$ cat config.mk
export PLATFORM = sky130hd
export DESIGN_NAME = traffic_phase_ctrl_flat
export DESIGN_NICKNAME = d
export VERILOG_FILES = /design/src/rtl/traffic_phase_ctrl_if.sv /design/src/rtl/traffic_phase_ctrl.sv /design/src/flat_wrapper.sv
export SDC_FILE = /design/constraint.sdc
export NUM_CORES = 1
export LEC_CHECK = 0
export CORE_UTILIZATION = 47
export CTS_CLUSTER_DIAMETER = 120
export DETAILED_ROUTE_END_ITERATION = 7
export GPL_TIMING_DRIVEN = 0
export PLACE_DENSITY_LB_ADDON = 0.3
export SYNTH_ARGS = -nofsm -noshare
export SYNTH_HDL_FRONTEND = slang
export SYNTH_SLANG_ARGS = --single-unit
$ cat constraint.sdc
create_clock -name i_clk -period 5.2 [get_ports i_clk]
set_clock_uncertainty 0.15 [all_clocks]
set_input_delay 1.04 -clock i_clk [delete_from_list [all_inputs] [get_ports i_clk]]
set_output_delay 1.04 -clock i_clk [all_outputs]
set_load 0.02 [all_outputs]
$ cat src/rtl/traffic_phase_ctrl_if.sv
// Detect inputs, lamp outputs and status of the NS/EW phase scheduler.
// The master side drives the detects; traffic_phase_ctrl connects to the slave side.
interface traffic_phase_ctrl_if #(
    parameter int TW = 5
);
    logic          i_NS_vehicle_detect;
    logic          i_EW_vehicle_detect;
    logic          NS_red;
    logic          NS_green;
    logic          NS_yellow;
    logic          EW_red;
    logic          EW_green;
    logic          EW_yellow;
    logic [2:0]    o_phase;
    logic [TW-1:0] o_phase_timer;
    logic          o_ns_req;
    logic          o_ew_req;

    modport master (
        output i_NS_vehicle_detect, i_EW_vehicle_detect,
        input  NS_red, NS_green, NS_yellow, EW_red, EW_green, EW_yellow,
        input  o_phase, o_phase_timer, o_ns_req, o_ew_req
    );

    modport slave (
        input  i_NS_vehicle_detect, i_EW_vehicle_detect,
        output NS_red, NS_green, NS_yellow, EW_red, EW_green, EW_yellow,
        output o_phase, o_phase_timer, o_ns_req, o_ew_req
    );
endinterface

$ cat src/rtl/traffic_phase_ctrl.sv
// Single-FSM NS/EW phase scheduler with demand latches and one shared phase timer.
// Define ALL_RED_EN to insert the all-red clearance states between yellow and the opposing green.
module traffic_phase_ctrl #(
    parameter int TW           = 5,
    parameter int GREEN_MIN    = 4,
    parameter int NS_GREEN_MAX = 16,
    parameter int EW_GREEN_MAX = 10,
    parameter int YELLOW_TIME  = 3,
    parameter int ALL_RED_TIME = 2
) (
    input logic                 i_clk,
    input logic                 i_rst,
    traffic_phase_ctrl_if.slave bus
);

    localparam int TMAX = 2 ** TW;

    // Durations count timer values 0..N-1, so each must fit in the TW-bit timer.
    if (GREEN_MIN < 1 || YELLOW_TIME < 1 || ALL_RED_TIME < 1 ||
        GREEN_MIN > NS_GREEN_MAX || GREEN_MIN > EW_GREEN_MAX ||
        NS_GREEN_MAX > TMAX || EW_GREEN_MAX > TMAX ||
        YELLOW_TIME > TMAX || ALL_RED_TIME > TMAX) begin : g_bad_params
        $fatal(1, "traffic_phase_ctrl: illegal timing parameter set");
    end

    localparam logic [TW-1:0] T_GMIN   = TW'(GREEN_MIN - 1);
    localparam logic [TW-1:0] T_NSMAX  = TW'(NS_GREEN_MAX - 1);
    localparam logic [TW-1:0] T_EWMAX  = TW'(EW_GREEN_MAX - 1);
    localparam logic [TW-1:0] T_YEL    = TW'(YELLOW_TIME - 1);
`ifdef ALL_RED_EN
    localparam logic [TW-1:0] T_AR     = TW'(ALL_RED_TIME - 1);
`endif
    localparam logic [TW-1:0] TIMER_SAT = '1;

    typedef enum logic [2:0] {
        NS_GREEN  = 3'd0,
        NS_YELLOW = 3'd1,
        RED_NS2EW = 3'd2,
        EW_GREEN  = 3'd3,
        EW_YELLOW = 3'd4,
        RED_EW2NS = 3'd5
    } phase_t;

    phase_t        state;
    phase_t        state_next;
    logic [TW-1:0] timer;
    logic          ns_req;
    logic          ew_req;

    always_ff @(posedge i_clk) begin
        if (i_rst) begin
            state  <= NS_GREEN;
            timer  <= '0;
            ns_req <= 1'b0;
            ew_req <= 1'b0;
        end else begin
            state <= state_next;
            if (state_next != state)
                timer <= '0;
            else if (timer != TIMER_SAT)
                timer <= timer + 1'b1;

            // Entering the served green consumes the demand, even if detect is still high.
            if (state_next == NS_GREEN && state != NS_GREEN)
                ns_req <= 1'b0;
            else if (bus.i_NS_vehicle_detect && state != NS_GREEN)
                ns_req <= 1'b1;

            if (state_next == EW_GREEN && state != EW_GREEN)
                ew_req <= 1'b0;
            else if (bus.i_EW_vehicle_detect && state != EW_GREEN)
                ew_req <= 1'b1;
        end
    end

    // Green ends only for a waiting opponent; own demand keeps it up to the max.
    always_comb begin
        state_next = state;
        case (state)
            NS_GREEN:
                if (timer >= T_GMIN && ew_req &&
                    (!bus.i_NS_vehicle_detect || timer >= T_NSMAX))
                    state_next = NS_YELLOW;
            NS_YELLOW:
                if (timer == T_YEL)
`ifdef ALL_RED_EN
                    state_next = RED_NS2EW;
`else
                    state_next = EW_GREEN;
`endif
            EW_GREEN:
                if (timer >= T_GMIN && ns_req &&
                    (!bus.i_EW_vehicle_detect || timer >= T_EWMAX))
                    state_next = EW_YELLOW;
            EW_YELLOW:
                if (timer == T_YEL)
`ifdef ALL_RED_EN
                    state_next = RED_EW2NS;
`else
                    state_next = NS_GREEN;
`endif
`ifdef ALL_RED_EN
            RED_NS2EW:
                if (timer == T_AR)
                    state_next = EW_GREEN;
            RED_EW2NS:
                if (timer == T_AR)
                    state_next = NS_GREEN;
`endif
            default:
                state_next = NS_GREEN;
        endcase
    end

    // Moore lamp decode; anything not serving an approach leaves it red.
    always_comb begin
        bus.NS_red    = 1'b1;
        bus.NS_green  = 1'b0;
        bus.NS_yellow = 1'b0;
        bus.EW_red    = 1'b1;
        bus.EW_green  = 1'b0;
        bus.EW_yellow = 1'b0;
        case (state)
            NS_GREEN: begin
                bus.NS_red   = 1'b0;
                bus.NS_green = 1'b1;
            end
            NS_YELLOW: begin
                bus.NS_red    = 1'b0;
                bus.NS_yellow = 1'b1;
            end
            EW_GREEN: begin
                bus.EW_red   = 1'b0;
                bus.EW_green = 1'b1;
            end
            EW_YELLOW: begin
                bus.EW_red    = 1'b0;
                bus.EW_yellow = 1'b1;
            end
            default: begin
                bus.NS_red = 1'b1;
                bus.EW_red = 1'b1;
            end
        endcase
    end

    assign bus.o_phase       = state;
    assign bus.o_phase_timer = timer;
    assign bus.o_ns_req      = ns_req;
    assign bus.o_ew_req      = ew_req;

endmodule

$ cat src/flat_wrapper.sv
// flat-port wrapper written by rule: the top's interface ports become plain ports
module traffic_phase_ctrl_flat 
#(
    parameter int TW           = 5,
    parameter int GREEN_MIN    = 4,
    parameter int NS_GREEN_MAX = 16,
    parameter int EW_GREEN_MAX = 10,
    parameter int YELLOW_TIME  = 3,
    parameter int ALL_RED_TIME = 2
)
  (i_clk, i_rst, bus_i_NS_vehicle_detect, bus_i_EW_vehicle_detect, bus_NS_red, bus_NS_green, bus_NS_yellow, bus_EW_red, bus_EW_green, bus_EW_yellow, bus_o_phase, bus_o_phase_timer, bus_o_ns_req, bus_o_ew_req);
  traffic_phase_ctrl_if #(.TW(TW)) bus_i ();
  input logic i_clk;
  input logic i_rst;
  input wire logic [$bits(bus_i.i_NS_vehicle_detect)-1:0] bus_i_NS_vehicle_detect;
  input wire logic [$bits(bus_i.i_EW_vehicle_detect)-1:0] bus_i_EW_vehicle_detect;
  output wire logic [$bits(bus_i.NS_red)-1:0] bus_NS_red;
  output wire logic [$bits(bus_i.NS_green)-1:0] bus_NS_green;
  output wire logic [$bits(bus_i.NS_yellow)-1:0] bus_NS_yellow;
  output wire logic [$bits(bus_i.EW_red)-1:0] bus_EW_red;
  output wire logic [$bits(bus_i.EW_green)-1:0] bus_EW_green;
  output wire logic [$bits(bus_i.EW_yellow)-1:0] bus_EW_yellow;
  output wire logic [$bits(bus_i.o_phase)-1:0] bus_o_phase;
  output wire logic [$bits(bus_i.o_phase_timer)-1:0] bus_o_phase_timer;
  output wire logic [$bits(bus_i.o_ns_req)-1:0] bus_o_ns_req;
  output wire logic [$bits(bus_i.o_ew_req)-1:0] bus_o_ew_req;
  assign bus_i.i_NS_vehicle_detect = bus_i_NS_vehicle_detect;
  assign bus_i.i_EW_vehicle_detect = bus_i_EW_vehicle_detect;
  assign bus_NS_red = bus_i.NS_red;
  assign bus_NS_green = bus_i.NS_green;
  assign bus_NS_yellow = bus_i.NS_yellow;
  assign bus_EW_red = bus_i.EW_red;
  assign bus_EW_green = bus_i.EW_green;
  assign bus_EW_yellow = bus_i.EW_yellow;
  assign bus_o_phase = bus_i.o_phase;
  assign bus_o_phase_timer = bus_i.o_phase_timer;
  assign bus_o_ns_req = bus_i.o_ns_req;
  assign bus_o_ew_req = bus_i.o_ew_req;
  traffic_phase_ctrl #(.TW(TW), .GREEN_MIN(GREEN_MIN), .NS_GREEN_MAX(NS_GREEN_MAX), .EW_GREEN_MAX(EW_GREEN_MAX), .YELLOW_TIME(YELLOW_TIME), .ALL_RED_TIME(ALL_RED_TIME)) u_core (.i_clk(i_clk), .i_rst(i_rst), .bus(bus_i));
endmodule
==> metrics.csv <==
stage;metric;value;unit
setup_path;startpoint;u_core.bus.o_phase[0];
drt;drt_iter0_drc;13;
setup_path;crit_path_cell_trace;buf_6 -> nand2_1 -> or2_2 -> inv_1 -> clkdlybuf4s50_1;
logic_synthesis;synth_edf_count;0;
clock_tree;cts_sinks;10;
timing;setup_viol;0;
placed_design;hpwl;1162;microns
drt;route.detailed.drc;0;
clock_tree;clk_pin_slew;70;ps
logic_synthesis;synth-seq-area-share;31.62;%
power_and_ir_drop;vdd_ir_drop_max;363.5;uV
layout;drive_above_1_share;11.11;%
outcome;run_status;finished clean;
logic_synthesis;synth_top_area_share;31.62;%
clock_tree;ctsResizeCount;0;
global_routing;grt_antenna_before_repair;0;
logic_synthesis;yosysTopAreaCell;dfxtp_1;
setup_path;r2r-end;u_core.bus.o_phase_timer[3];
clock_tree;cts_htree_levels;1;
logic_synthesis;synth_cell_type_count;32;
logic_synthesis;postSynthAreaPerCell;8.330;sq um
global_routing;grt_max_degree;11;
power_and_ir_drop;power.share.clock;19.5;%
setup_path;crit_arrival;1890;ps
clock_tree;cts_tree;built;
placed_design;gp_congestion;0.8307;
die;core_area;1171;sq um
clock_tree;clock_tree.root_cell;clkbuf_4;
die;start_util;54.06;%
power_and_ir_drop;p_switching;0.1574;mW
global_routing;gr-total-overflow;0;
timing;tns;0;ps
setup_path;r2r-start;u_core.bus.o_phase_timer[1];
layout;diodes;0;
setup_path;critPathMaxFanout;10;
timing;drv_slew;0;
layout;area_growth;38.54;%
setup_path;setup.worst_path.start_class;register;
setup_path;crit_end;bus_EW_green;
placed_design;port_buffers;19;
clock_tree;insertion_delay;280;ps
logic_synthesis;netlist_area;633.1;sq um
layout;seqCellArea;200.2;sq um
clock_tree;cts_buffers;3;
timing;fin_crit_sh;59.18;%
timing;fmax;0.3249;GHz
power_and_ir_drop;p_int;0.2227;mW
setup_path;r2r_slack;3060;ps
global_routing;grtUsageTotal;25.63;%
logic_synthesis;synth-seq-cells;10;
die;die_w;38.70;microns
layout;fill_cells;97;
timing;post-route-min-period;3077;ps
logic_synthesis;synth_nets;85;
timing;whs;397.0;ps
drt;viasPerCell;5.690;
setup_path;worstRegToRegCells;5;
timing;rsz0062_at_grt;false;
layout;multiInputGateArea;380.4;sq um
timing;worst_pin_slew;644.4;ps
logic_synthesis;yosys_warnings;0;
drt;antenna_left;0;
power_and_ir_drop;p_total;0.3800;mW
setup_path;path_class;reg2out;
drt;wl_per_cell;14.33;microns
logic_synthesis;synthTopCellsByArea;dfxtp_1 (32%), ha_1 (9.9%), nor3_1 (4.7%), inv_1 (4.7%), nor2_1 (4.2%);
drt;first_pass_iters;4;
die;dieArea;1498;sq um
setup_path;crit_path_end_kind;output port;
logic_synthesis;yosysMostFrequentCell;dfxtp_1;
hold_path;min_path_type;reg2reg;
setup_path;required;4010;ps
logic_synthesis;syn_inst;76;
clock_tree;ctsHoldBuffers;0;
timing;slew_headroom;56.44;%
logic_synthesis;synth-async-reset-ratio;0;%
setup_path;slowest_stage;clkdlybuf4s50_1;
power_and_ir_drop;pwr-share-seq;32.2;%
die;die_h;38.70;microns
layout;postLayoutCellArea;877.1;sq um
run;cap_violations;0;
logic_synthesis;synthTopCellsByCount;dfxtp_1 (10), inv_1 (8), nor2_1 (7);
placed_design;post_dp_cell_area;840.8;sq um
clock_tree;post_cts_buffers;0;
setup_path;critical_path.max_stage_delay;620;ps
power_and_ir_drop;p_leak;0.3730;nW
global_routing;grt_pass1_vias;558;
drt;dr_total_vias;643;
power_and_ir_drop;comb_power_share;48.3;%
power_and_ir_drop;switching_share;41.41;%
drt;wl;1619;microns
power_and_ir_drop;p_per_area;433.3;nW/um^2
die;fp-row-count;12;
logic_synthesis;synth_top_flop_cell;dfxtp_1;
die;io_pins;20;
timing;hold_viol_final;0;
clock_tree;clk_path_buf_depth;2;
global_routing;grt_pass1_wl;2477;microns
layout;layout.nets;109;
## layout by cell type (no fill, tap or decap), types with 2 or more instances in the layout
cell type and instances:
nand2_1 5, o21ai_0 2, a21oi_1 5, or2_2 2
xor2_1 2, clkdlybuf4s50_1 19, inv_1 8, dfxtp_1 10
nor2_1 7, nor2b_1 2, clkbuf_4 3, nor3_1 6
ha_1 5, buf_6 2
## power by group through the flow
stage	Clock [mW]	Combinational [mW]	Sequential, mW
global placement	0	0.175	0.121
detailed placement	0	0.180	0.124
CTS	0.0756	0.182	0.122
global route	0.0778	0.197	0.126
floorplan	0	0.0976	0.139
finish	0.0742	0.184	0.122
## state kept, by name, indices dropped and copies added (netlist names)
name,flops
u_core.bus.o_phase,3
u_core.bus.o_ew_req,1
u_core.bus.o_phase_timer,5
u_core.bus.o_ns_req,1
## metrics by stage
step,util [%],worst slack (ps),cells
4_1_cts,74.89,2114,113
2_1_floorplan,-,2569,76
3_3_place_gp,71.79,2484,109
6_report,74.89,2123,113
3_5_place_dp,71.79,2432,109
5_1_grt,74.89,2025,113
## worst min-delay path by stage
| stage | startpoint | endpoint | slack, ps | cells after the start |
|---|---|---|---|---|
| after floorplan | u_core.bus.o_ew_req | u_core.bus.o_ew_req | 440 | 2 |
| after global placement | u_core.bus.o_ew_req | u_core.bus.o_ew_req | 390 | 2 |
| after detailed placement | u_core.bus.o_ew_req | u_core.bus.o_ew_req | 400 | 2 |
| after CTS | u_core.bus.o_ew_req | u_core.bus.o_ew_req | 410 | 2 |
| after global routing | u_core.bus.o_ew_req | u_core.bus.o_ew_req | 420 | 2 |
| final | u_core.bus.o_ew_req | u_core.bus.o_ew_req | 400 | 2 |
## worst max-delay path: cells and delay by family, from the launching register on
family,cells,cell delay (ps)
flip-flops,1,370
buffers and inverters,3,900
AND/OR/NAND/NOR,2,340
## area by class of cell
cell class	instances	area share, %
buffer	2	2.568
clock buffer	4	4.137
inverter	8	3.424
multi-input combinational	56	43.37
sequential	10	22.82
tap	14	1.997
timing repair buffer	19	21.68
## layer usage
metal | share of wire [%] | vias to the layer above | global-route usage [%]
li1 | - | 312 | -
met1 | 43 | 297 | 30.77
met2 | 48 | 30 | 40.00
met3 | 7.0 | 4 | 6.936
met4 | 2.2 | 0 | 15.52
met5 | 0 | - | 0
## logic make-up (layout without fill, tap and decap cells)
kind of cell | count (synthesis) | after routing | synth area share, %
AND/OR/NAND/NOR | 30 | 30 | 25.10
AO/OA/AOI/OAI | 18 | 18 | 20.95
flip-flops | 10 | 10 | 31.62
buffers and inverters | 10 | 33 | 8.300
adder cells (fa/ha/maj) | 5 | 5 | 9.881
XOR/XNOR | 3 | 3 | 4.151
(Power assumes the default switching activity.)
